--- src/rtl/isa_word_encoder.sv ---
// ---------------------------------------------------------------------------
// isa_word_encoder
//
// Write side of the 16-bit Unicycle instruction format. Symbolic instructions
// (opcode index, register fields, immediate) arrive over a valid/ready
// handshake. Each one is range-checked, packed into a 16-bit word and written
// to instruction memory at a byte address that advances by 2 per word. The
// boot/debug path uses this block to load programs.
//
// Optional feature macro: ISA_ENC_PSEUDO_LI_EN
//   defined   : op 32 (LI) expands to an LU word followed by an LL word.
//   undefined : op 32 is illegal, and the LI_LO state is not built.
//
// Parameters
//   ADDR_W      instruction-memory byte-address width
//   START_ADDR  address loaded on reset and on start (must be even)
//
// Ports
//   clk         clock
//   rst_n       synchronous active-low reset
//   start       restart load: address to START_ADDR, clear errors and count
//   in_valid    instruction request valid
//   in_ready    request accepted on an edge with in_valid && in_ready
//   in_op       opcode index (0-7 ALU ... 28-31 compares, 32 LI, 33+ illegal)
//   in_ra/rb/rc register fields
//   in_imm      immediate (signed or unsigned depending on op)
//   mem_we      one-cycle write strobe per word
//   mem_addr    byte address of mem_wdata
//   mem_wdata   encoded instruction word
//   err_illegal sticky: illegal in_op accepted
//   err_range   sticky: immediate out of field range
//   word_count  words written since reset/start, saturating at 0xFFFF
// ---------------------------------------------------------------------------
module isa_word_encoder #(
  parameter int ADDR_W     = 8,
  parameter int START_ADDR = 0
) (
  input  logic              clk,
  input  logic              rst_n,
  input  logic              start,
  input  logic              in_valid,
  output logic              in_ready,
  input  logic [5:0]        in_op,
  input  logic [2:0]        in_ra,
  input  logic [2:0]        in_rb,
  input  logic [2:0]        in_rc,
  input  logic [15:0]       in_imm,
  output logic              mem_we,
  output logic [ADDR_W-1:0] mem_addr,
  output logic [15:0]       mem_wdata,
  output logic              err_illegal,
  output logic              err_range,
  output logic [15:0]       word_count
);

  localparam logic [ADDR_W-1:0] START = ADDR_W'(START_ADDR);
  localparam logic [ADDR_W-1:0] STEP  = ADDR_W'(2);

`ifdef ISA_ENC_PSEUDO_LI_EN
  typedef enum logic {S_RUN, S_LI_LO} state_t;
`else
  typedef enum logic {S_RUN} state_t;
`endif

  // Immediate fits an N-bit two's complement field.
  function automatic logic fits_s(input logic [15:0] v, input int n);
    int sv;
    sv = int'($signed(v));
    return (sv >= -(1 << (n - 1))) && (sv < (1 << (n - 1)));
  endfunction

  // Immediate fits an N-bit unsigned field.
  function automatic logic fits_u(input logic [15:0] v, input int n);
    return int'(v) < (1 << n);
  endfunction

  state_t            r_state;
  logic              r_mem_we;
  logic [ADDR_W-1:0] r_mem_addr;
  logic [ADDR_W-1:0] r_wr_ptr;     // address the next word will be written to
  logic [15:0]       r_mem_wdata;
  logic              r_err_illegal;
  logic              r_err_range;
  logic [15:0]       r_word_count;
`ifdef ISA_ENC_PSEUDO_LI_EN
  logic [15:0]       r_li_word;    // pending LL half of an LI
`endif

  logic              w_accept;
  logic [15:0]       w_enc_word;
  logic              w_enc_legal;
  logic              w_enc_in_range;
  logic              w_enc_li;
  logic [15:0]       w_li_lo_word;
  logic              w_wr_en;
  logic [15:0]       w_wr_data;
  logic              w_go_li;

  // start takes priority over in_valid, so ready drops combinationally.
  assign in_ready = rst_n && !start && (r_state == S_RUN);
  assign w_accept = in_valid && in_ready;

  // Opcode decode and field packing.
  always_comb begin
    // NOTE: every output gets a default first so no path leaves a latch.
    w_enc_word     = 16'h0000;
    w_enc_legal    = 1'b1;
    w_enc_in_range = 1'b1;
    w_enc_li       = 1'b0;
    w_li_lo_word   = 16'h0000;
    if (in_op < 6'd8) begin
      w_enc_word = {4'b0000, in_op[2:0], in_ra, in_rb, in_rc};
    end else begin
      case (in_op)
        6'd8: begin
          w_enc_word     = {5'b00010, in_ra, in_imm[7:0]};
          w_enc_in_range = fits_u(in_imm, 8);
        end
        6'd9: begin
          w_enc_word     = {5'b00011, in_ra, in_imm[7:0]};
          w_enc_in_range = fits_u(in_imm, 8);
        end
        6'd10: begin
          w_enc_word     = {4'b0010, in_ra, in_rb, in_imm[5:0]};
          w_enc_in_range = fits_s(in_imm, 6);
        end
        6'd11: begin
          w_enc_word     = {5'b00110, in_imm[4:0], in_ra, in_rb};
          w_enc_in_range = fits_u(in_imm, 5);
        end
        6'd12: w_enc_word = 16'h3800;
        6'd13: begin
          w_enc_word     = {6'b001111, in_imm[9:0]};
          w_enc_in_range = fits_s(in_imm, 10);
        end
        6'd14: begin
          w_enc_word     = {4'b0100, in_ra, in_imm[8:0]};
          w_enc_in_range = fits_s(in_imm, 9);
        end
        6'd15: begin
          w_enc_word     = {4'b0101, in_ra, in_imm[8:0]};
          w_enc_in_range = fits_s(in_imm, 9);
        end
        6'd16: w_enc_word = {10'b0111000010, in_ra, in_rb};
        6'd17: w_enc_word = {10'b0111000011, in_ra, in_rb};
        6'd18: w_enc_word = {13'b0111000000000, in_ra};
        6'd19: w_enc_word = {13'b0111000000001, in_ra};
        6'd20: w_enc_word = {6'b011101, 7'b0000000, in_ra};  // GETSP
        6'd21: w_enc_word = {6'b011101, 7'b0100000, in_ra};  // CHGSP
        6'd22: w_enc_word = {6'b011101, 7'b0100001, in_ra};  // SETSP
        6'd23: w_enc_word = {6'b011101, 7'b1000000, in_ra};  // GETPC
        6'd24: w_enc_word = {6'b011101, 7'b1100000, in_ra};  // CHGPC
        6'd25: w_enc_word = {6'b011101, 7'b1110000, in_ra};  // SETPC
        6'd26: begin
          w_enc_word     = {6'b011110, in_imm[9:0]};
          w_enc_in_range = fits_s(in_imm, 10);
        end
        6'd27: begin
          w_enc_word     = {6'b011111, in_imm[9:0]};
          w_enc_in_range = fits_s(in_imm, 10);
        end
        6'd28, 6'd29, 6'd30, 6'd31: begin
          // EQ/NEQ/LT/GEQ: top bits are 1 followed by the low two op bits.
          w_enc_word     = {1'b1, in_op[1:0], in_ra, in_rb, in_imm[6:0]};
          w_enc_in_range = fits_s(in_imm, 7);
        end
`ifdef ISA_ENC_PSEUDO_LI_EN
        6'd32: begin
          // LI: LU with the high byte now, LL with the low byte next cycle.
          w_enc_word   = {5'b00010, in_ra, in_imm[15:8]};
          w_li_lo_word = {5'b00011, in_ra, in_imm[7:0]};
          w_enc_li     = 1'b1;
        end
`endif
        default: w_enc_legal = 1'b0;
      endcase
    end
  end

  // Select what (if anything) gets written at the next edge.
  always_comb begin
    w_wr_en   = 1'b0;
    w_wr_data = w_enc_word;
    w_go_li   = 1'b0;
`ifdef ISA_ENC_PSEUDO_LI_EN
    if (r_state == S_LI_LO) begin
      w_wr_en   = 1'b1;
      w_wr_data = r_li_word;
    end else
`endif
    if (w_accept && w_enc_legal && w_enc_in_range) begin
      w_wr_en = 1'b1;
      w_go_li = w_enc_li;
    end
  end

  always_ff @(posedge clk) begin
    // NOTE: sequential state uses non-blocking assignments so every register
    // samples pre-edge values regardless of statement order.
    if (!rst_n) begin
      r_state       <= S_RUN;
      r_mem_we      <= 1'b0;
      r_mem_addr    <= START;
      r_wr_ptr      <= START;
      r_mem_wdata   <= 16'h0000;
      r_err_illegal <= 1'b0;
      r_err_range   <= 1'b0;
      r_word_count  <= 16'h0000;
`ifdef ISA_ENC_PSEUDO_LI_EN
      r_li_word     <= 16'h0000;
`endif
    end else if (start) begin
      // Also aborts a pending LL word.
      r_state       <= S_RUN;
      r_mem_we      <= 1'b0;
      r_mem_addr    <= START;
      r_wr_ptr      <= START;
      r_err_illegal <= 1'b0;
      r_err_range   <= 1'b0;
      r_word_count  <= 16'h0000;
    end else begin
      r_mem_we <= w_wr_en;
      if (w_wr_en) begin
        r_mem_addr  <= r_wr_ptr;
        r_wr_ptr    <= r_wr_ptr + STEP;
        r_mem_wdata <= w_wr_data;
        if (r_word_count != 16'hFFFF) r_word_count <= r_word_count + 16'd1;
      end
      // Rejected requests are still consumed; only the sticky flag records them.
      if (w_accept && !w_enc_legal)                  r_err_illegal <= 1'b1;
      if (w_accept && w_enc_legal && !w_enc_in_range) r_err_range  <= 1'b1;
`ifdef ISA_ENC_PSEUDO_LI_EN
      case (r_state)
        S_RUN: begin
          if (w_go_li) begin
            r_state   <= S_LI_LO;
            r_li_word <= w_li_lo_word;
          end
        end
        S_LI_LO: r_state <= S_RUN;
        default: r_state <= S_RUN;
      endcase
`endif
    end
  end

  assign mem_we      = r_mem_we;
  assign mem_addr    = r_mem_addr;
  assign mem_wdata   = r_mem_wdata;
  assign err_illegal = r_err_illegal;
  assign err_range   = r_err_range;
  assign word_count  = r_word_count;

endmodule

--- config.mk ---
export PLATFORM = sky130hd
export DESIGN_NAME = isa_word_encoder
export DESIGN_NICKNAME = d
export VERILOG_FILES = /design/src/rtl/isa_word_encoder.sv
export SDC_FILE = /design/constraint.sdc
export NUM_CORES = 1
export LEC_CHECK = 0
export CAP_MARGIN = 20
export CORE_MARGIN = 2
export CORE_UTILIZATION = 45
export DETAILED_ROUTE_END_ITERATION = 10
export PLACE_DENSITY_LB_ADDON = 0.12
export SYNTH_ARGS = -nofsm -noshare
export SYNTH_HDL_FRONTEND = slang
export SYNTH_SLANG_ARGS = --single-unit
--- constraint.sdc ---
create_clock -name clk -period 3.96 [get_ports clk]
set_input_delay 1.188 -clock clk [delete_from_list [all_inputs] [get_ports clk]]
set_output_delay 1.188 -clock clk [all_outputs]
set_load 0.005 [all_outputs]
==> impl_metrics.py, run 1 <==
metrics = {
    "outcome": {
        "outcome": "complete, but fails checks",
        "failed_checks": "design-rule violations",
    },
    "floorplan": {
        "io-pin-count": 79,
        "rows": 29,
        "initial_core_util_pct": 47.0,
        "die_h_um": 85.9,
        "coreArea_um2": 6420,
        "die_w_um": 85.9,
        "dieArea_um2": 7370,
    },
    "clocking": {
        "cts-resized-gates": 0,
        "root_buffer": "clkbuf_8",
        "cts_sinks": 49,
        "tritoncts": "done",
        "postCtsHoldBufs": 0,
        "cts_htree_levels": 2,
        "cts_buffers": 5,
        "cts_setup_buffers": 0,
        "cts_buffer_depth": 2,
        "clock_latency_ps": 300,
        "path_clk_slew_ps": 90,
    },
    "worst_setup_path": {
        "slowest_delay_ps": 510,
        "crit_buf_inv": 3,
        "critPathLaunchType": "input pin",
        "crit_path_frequent_cell": "clkdlybuf4s50_1",
        "required_ps": 2770,
        "reg2regPathDepth": 7,
        "crit_type": "in2out",
        "arrival_ps": 2450,
        "cp.depth": 4,
        "cp_cell_sequence": "clkdlybuf4s50_1 > nand2b_1 > inv_1 > clkdlybuf4s50_1",
        "path_delay_family": "buffers and inverters",
        "worst-r2r-setup-slack_ps": 1430,
        "slowest_stage": "clkdlybuf4s50_1",
        "worstSetupEndpointType": "output port",
        "rr_startpoint": "word_count[2]",
        "path_max_fanout": 2,
        "r2r_end": "word_count[15]",
    },
    "synthesis": {
        "synth-xor-area-share_pct": 1.16,
        "avgSynthCellArea_um2": 8.09,
        "synth_top_family_by_area": "compound AO/OA/AOI/OAI gates",
        "synth-compound-area-share_pct": 30.6,
        "yosys.area_share.simple_pct": 25.6,
        "synthMuxAreaShare_pct": 2.65,
        "synth_cell_types": 66,
        "synthCells": 373,
        "netlist_area_um2": 3020,
        "synth.ff_latch_count": 49,
        "yosys.area_share.adder_pct": 0.830,
        "async_flop_share_pct": 0,
        "synth-edff-count": 0,
        "synth_seq_area_share_pct": 32.5,
        "syn_nets": 410,
        "ys_warn_count": 0,
        "ys_dominant_reg_cell": "dfxtp_1",
    },
    "drt": {
        "vias": 3271,
        "drt-total-wl_um": 8830,
        "drt_iter0_markers": 135,
        "drc": 4,
        "post_drt_wl_per_cell_um": 16.7,
        "via_per_inst": 6.20,
        "drt_first_pass_iters": 9,
        "ant_nets": 0,
    },
    "timing": {
        "tightest_slew_ps": 845,
        "skew_ps": 17.8,
        "setup_slack_ps": 325,
        "timing.final.max_slew_violations": 0,
        "rsz0062_at_grt": "false",
        "setup_viol": 0,
        "fin_crit_sh_pct": 91.8,
        "min_period_ps": 3640,
        "clock.fmax_mhz": 275,
        "setup_tns_ps": 0,
        "finalHoldViolations": 0,
        "maxSlewHeadroom_pct": 43.2,
    },
    "hold_path": {
        "hold_path_end": "mem_addr[1]",
        "hold-path-cell-count": 2,
        "worstHoldStart": "mem_addr[1]",
        "hold_class": "reg2reg",
    },
    "place": {
        "io_buffers": 77,
        "dp_slack_ps": 174,
        "dp_hpwl_um": 6650,
        "place.gp.congestion": 0.915,
        "dpl_cell_area_um2": 3910,
    },
    "layout": {
        "diodes": 0,
        "drive_gt1_share_pct": 11.3,
        "fin_nets": 487,
        "syn2layout_area_growth_pct": 32.5,
        "fin_area_um2": 4000,
    },
    "power_and_ir_drop": {
        "powerDensity_nw_per_um2": 248,
        "peakVddDrop_v": 0.000142,
        "leakage_nw": 1.36,
    },
    "global_routing": {
        "grt_max_degree": 29,
        "grt_pass1_vias": 3042,
        "grt_use_total_pct": 24.4,
        "grt_pass1_wl_um": 14500,
        "antenna_found_initial": 0,
        "overflow": 0,
    },
    "flow_run": {
        "cap_violations": 0,
    },
}
[final cells by class]
type                            count  area (um2)
Inverter                           12        45.0
Sequential cell                    49         981
Clock inverter                      2        13.8
Multi-Input combinational cell    283        1850
Fill cell                         602        2420
Clock buffer                        6        72.6
Timing Repair Buffer               99         936
Tap cell                           77        96.3
[state kept, by name, summed over array words and instances (netlist names)]
name and flops:
mem_wdata 16, word_count 16, r_wr_ptr 7, err_range 1, mem_addr 7, mem_we 1, err_illegal 1
[layout by cell type (no fill, tap or decap), types with 4 or more instances in the layout]
cell / count
a21oi_1: 36
a221oi_1: 4
a22oi_1: 5
a31oi_1: 4
a32o_1: 4
and3_1: 5
buf_4: 22
clkbuf_8: 5
clkdlybuf4s50_1: 77
dfxtp_1: 49
inv_1: 12
mux2i_1: 8
nand2_1: 37
nand2b_1: 5
nand3_1: 21
nand4_1: 12
nor2_1: 18
nor2b_1: 8
nor3_1: 8
o21ai_0: 14
o221a_2: 9
o31ai_1: 9
or2_2: 4
or3_1: 5
or4_1: 7
[synthesized netlist by cell type, drive strengths merged (5+ instances only)]
cell type  count  area, um2
a21oi         36        180
buf           13       91.3
nor2          18       67.6
nor2b          8       50.1
o31ai         10       75.1
nand2         37        139
or4            8       63.8
clkbuf        16       60.1
dfxtp         49        981
o221a          9        101
nor3           9       50.1
nand3         21        105
nand2b         5       31.3
nand4         12       75.1
a22oi          5       37.5
mux2i          8       80.1
or3            5       31.3
o21ai         16       80.1
and3           5       31.3
a31oi          5       37.5
inv           12       45.0
[metal layers]
metal / part of all wire, % / global-route usage (%) / vias to the layer above
li1: - / - / 1583
met1: 43 / 30.9 / 1541
met2: 49 / 41.9 / 125
met3: 5.8 / 3.75 / 22
met4: 2.2 / 8.51 / 0
met5: 0 / 0 / -
[worst register-to-register path: stages (launching register included)]
cell     delay, ps
dfxtp_1        420
nand3_1        140
nor2_1         360
nand2_1        290
o31ai_1        790
or4_1          220
nor2_1          50
mux2i_1        150
[stage by stage]
step                std cells  hold slack [ps]  power, W  util [%]
floorplan                 373              440  0.000614         -
global placement          520              442  0.000703      60.9
detailed placement        520              451  0.000704      60.9
CTS                       528              464  0.000997      62.2
global route              528              487   0.00103      62.2
finish                    528              463  0.000992      62.2
[report_power, final]
part           internal [W]  switching (W)  total, W
Sequential         0.000498     0.00000408  0.000502
Clock              0.000126       0.000169  0.000296
Combinational     0.0000901       0.000103  0.000194
[logic make-up (layout without fill, tap and decap cells)]
logic type	after synthesis	count (layout)
AND/OR/NAND/NOR	144	144
AO/OA/AOI/OAI	124	124
flip-flops	49	49
buffers and inverters	41	119
multiplexers	8	8
XOR/XNOR	4	4
adder cells (fa/ha/maj)	2	2
other	1	1
[how the worst max path moves through the flow]
stage | start | endpoint | slack, ps
after CTS | rst_n | in_ready | 320
after global placement | in_imm[10] | word_count[5] | 210
after global routing | in_op[1] | word_count[3] | 200
after detailed placement | in_imm[10] | word_count[5] | 170
after floorplan | rst_n | in_ready | 540
final | rst_n | in_ready | 320
Power figures use the tool's default switching activity.
==> run 2, diff against run 1 <==
CORE_UTILIZATION = 30   (was 45)
==> run 2 against run 1 <==
  * Core utilization fell by 20 points
  * The run now ends clean
  * Clock skew fell by 8.4 ps
  * Sequential power barely moved
  * Wire length rose by 8.5%
  * Sequential share of layout area fell by 1.0 points
  * Largest power group unchanged
  * Maximum frequency fell by 3.0%
  * Die area rose by 47%
  * Via count fell by 0.70%
  * Critical endpoint is now mem_wdata[11]
  * Clock power rose by 3%
==> impl_metrics.py, run 2 (synthesized netlist as in run 1, its figures left out) <==
metrics = {
    "place": {
        "place.gp.congestion": 0.867,
        "dp_slack_ps": -101,
        "dp_hpwl_um": 7280,
        "io_buffers": 77,
        "dpl_cell_area_um2": 4080,
    },
    "hold_path": {
        "hold_class": "reg2reg",
        "hold-path-cell-count": 2,
    },
    "worst_setup_path": {
        "worstSetupEndpointType": "register",
        "arrival_ps": 3990,
        "path_max_fanout": 15,
        "slowest_stage": "nor2_1",
        "crit_type": "in2reg",
        "reg2regPathDepth": 7,
        "cp_cell_sequence": "clkdlybuf4s50_1 > or4_4 > or4b_4 > o22ai_2 > o31ai_4 > nor2_1 > o221a_2",
        "slowest_delay_ps": 750,
        "required_ps": 4210,
        "path_delay_family": "simple AND/OR/NAND/NOR gates",
        "critPathLaunchType": "input pin",
        "crit_buf_inv": 1,
        "worst-r2r-setup-slack_ps": 1350,
        "cp.depth": 7,
    },
    "power_and_ir_drop": {
        "powerDensity_nw_per_um2": 243,
        "power.total_w": 0.00101,
        "switching_share_pct": 28.7,
        "leakage_nw": 1.42,
        "peakVddDrop_v": 0.000131,
        "combPwrFrac_pct": 20.3,
        "power_switching_w": 0.000290,
        "p_int_w": 0.000722,
        "pwr-share-clk_pct": 30.1,
        "sequentialPowerShare_pct": 49.6,
    },
    "drt": {
        "post_drt_wl_per_cell_um": 16.1,
        "met2_length_um": 4330,
        "drt-total-wl_um": 9580,
        "drt_iter0_markers": 243,
        "via_per_inst": 5.45,
        "m1WireLength_um": 4560,
        "drc": 0,
        "ant_nets": 0,
        "top_layer": "met4",
        "vias": 3248,
        "drt_first_pass_iters": 8,
        "wl_met3_um": 570,
    },
    "global_routing": {
        "overflow": 0,
        "antenna_found_initial": 0,
        "grt_max_degree": 29,
        "grt_pass1_wl_um": 15700,
        "grt_use_total_pct": 17.6,
        "grt_pass1_vias": 3074,
    },
    "flow_run": {
        "cap_violations": 0,
    },
    "clocking": {
        "cts_setup_buffers": 0,
        "root_buffer": "clkbuf_8",
        "cts_buffer_depth": 2,
        "tritoncts": "done",
        "cts_sinks": 49,
        "path_clk_slew_ps": 90,
        "postCtsHoldBufs": 0,
        "cts-resized-gates": 0,
        "clock_latency_ps": 300,
        "cts_buffers": 5,
        "cts_htree_levels": 2,
    },
    "timing": {
        "timing.final.max_slew_violations": 0,
        "min_period_ps": 3750,
        "skew_ps": 9.42,
        "tightest_slew_ps": 980,
        "setup_slack_ps": 212,
        "rsz0062_at_grt": "false",
        "fin_crit_sh_pct": 94.6,
        "clock.fmax_mhz": 267,
        "setup_viol": 0,
        "finalHoldViolations": 0,
        "setup_tns_ps": 0,
        "maxSlewHeadroom_pct": 34.4,
        "hold_ws_ps": 463,
    },
    "floorplan": {
        "io-pin-count": 79,
        "coreArea_um2": 9770,
        "die_w_um": 104,
        "dieArea_um2": 10900,
        "die_h_um": 104,
        "rows": 36,
        "initial_core_util_pct": 30.9,
    },
    "layout": {
        "mostFrequentLayoutCells": "clkdlybuf4s50_1, dfxtp_1, nand2_1",
        "diodes": 0,
        "final_common_cell": "clkdlybuf4s50_1",
        "syn2layout_area_growth_pct": 38.2,
        "fin_area_um2": 4170,
        "fin_nets": 499,
        "drive_gt1_share_pct": 13.6,
    },
    "outcome": {
        "outcome": "completed",
    },
}
[run 2: final timing paths]
check | startpoint | to
worst min register to register | mem_wdata[8] | mem_wdata[8]
worst max-delay path | in_imm[10] | mem_wdata[11]
worst max register to register | word_count[2] | word_count[15]
worst min-delay path | mem_wdata[8] | mem_wdata[8]
[run 2: cell type report]
class / count / area, um2
Sequential cell: 49 / 981
Clock inverter: 2 / 13.8
Timing Repair Buffer: 111 / 1040
Clock buffer: 6 / 72.6
Multi-Input combinational cell: 283 / 1850
Inverter: 12 / 45.0
Tap cell: 133 / 166
Fill cell: 1036 / 5600
[run 2: power by group through the flow]
stage	Sequential [W]	Combinational (W)	Clock [W]
after floorplan	0.000514	0.000100	0
after global placement	0.000514	0.000203	0
after detailed placement	0.000514	0.000203	0
after CTS	0.000503	0.000204	0.000316
after global routing	0.000504	0.000221	0.000341
final	0.000503	0.000205	0.000305
[run 2: through the flow]
| step | util (%) | instances |
|---|---|---|
| finish | 42.7 | 596 |
| global route | 42.7 | 596 |
| CTS | 42.7 | 596 |
| detailed placement | 41.8 | 588 |
| global placement | 41.8 | 588 |
| floorplan | - | 373 |
[run 2: tightest hold or removal path: stages (launching register included)]
cell	delay [ps]
dfxtp_1	320
nand2_1	50
o21ai_0	60
[run 2: metal layers]
layer	vias to the layer above	track usage, %
li1	1604	-
met1	1517	25.0
met2	117	27.8
met3	10	2.94
met4	0	4.15
met5	-	0
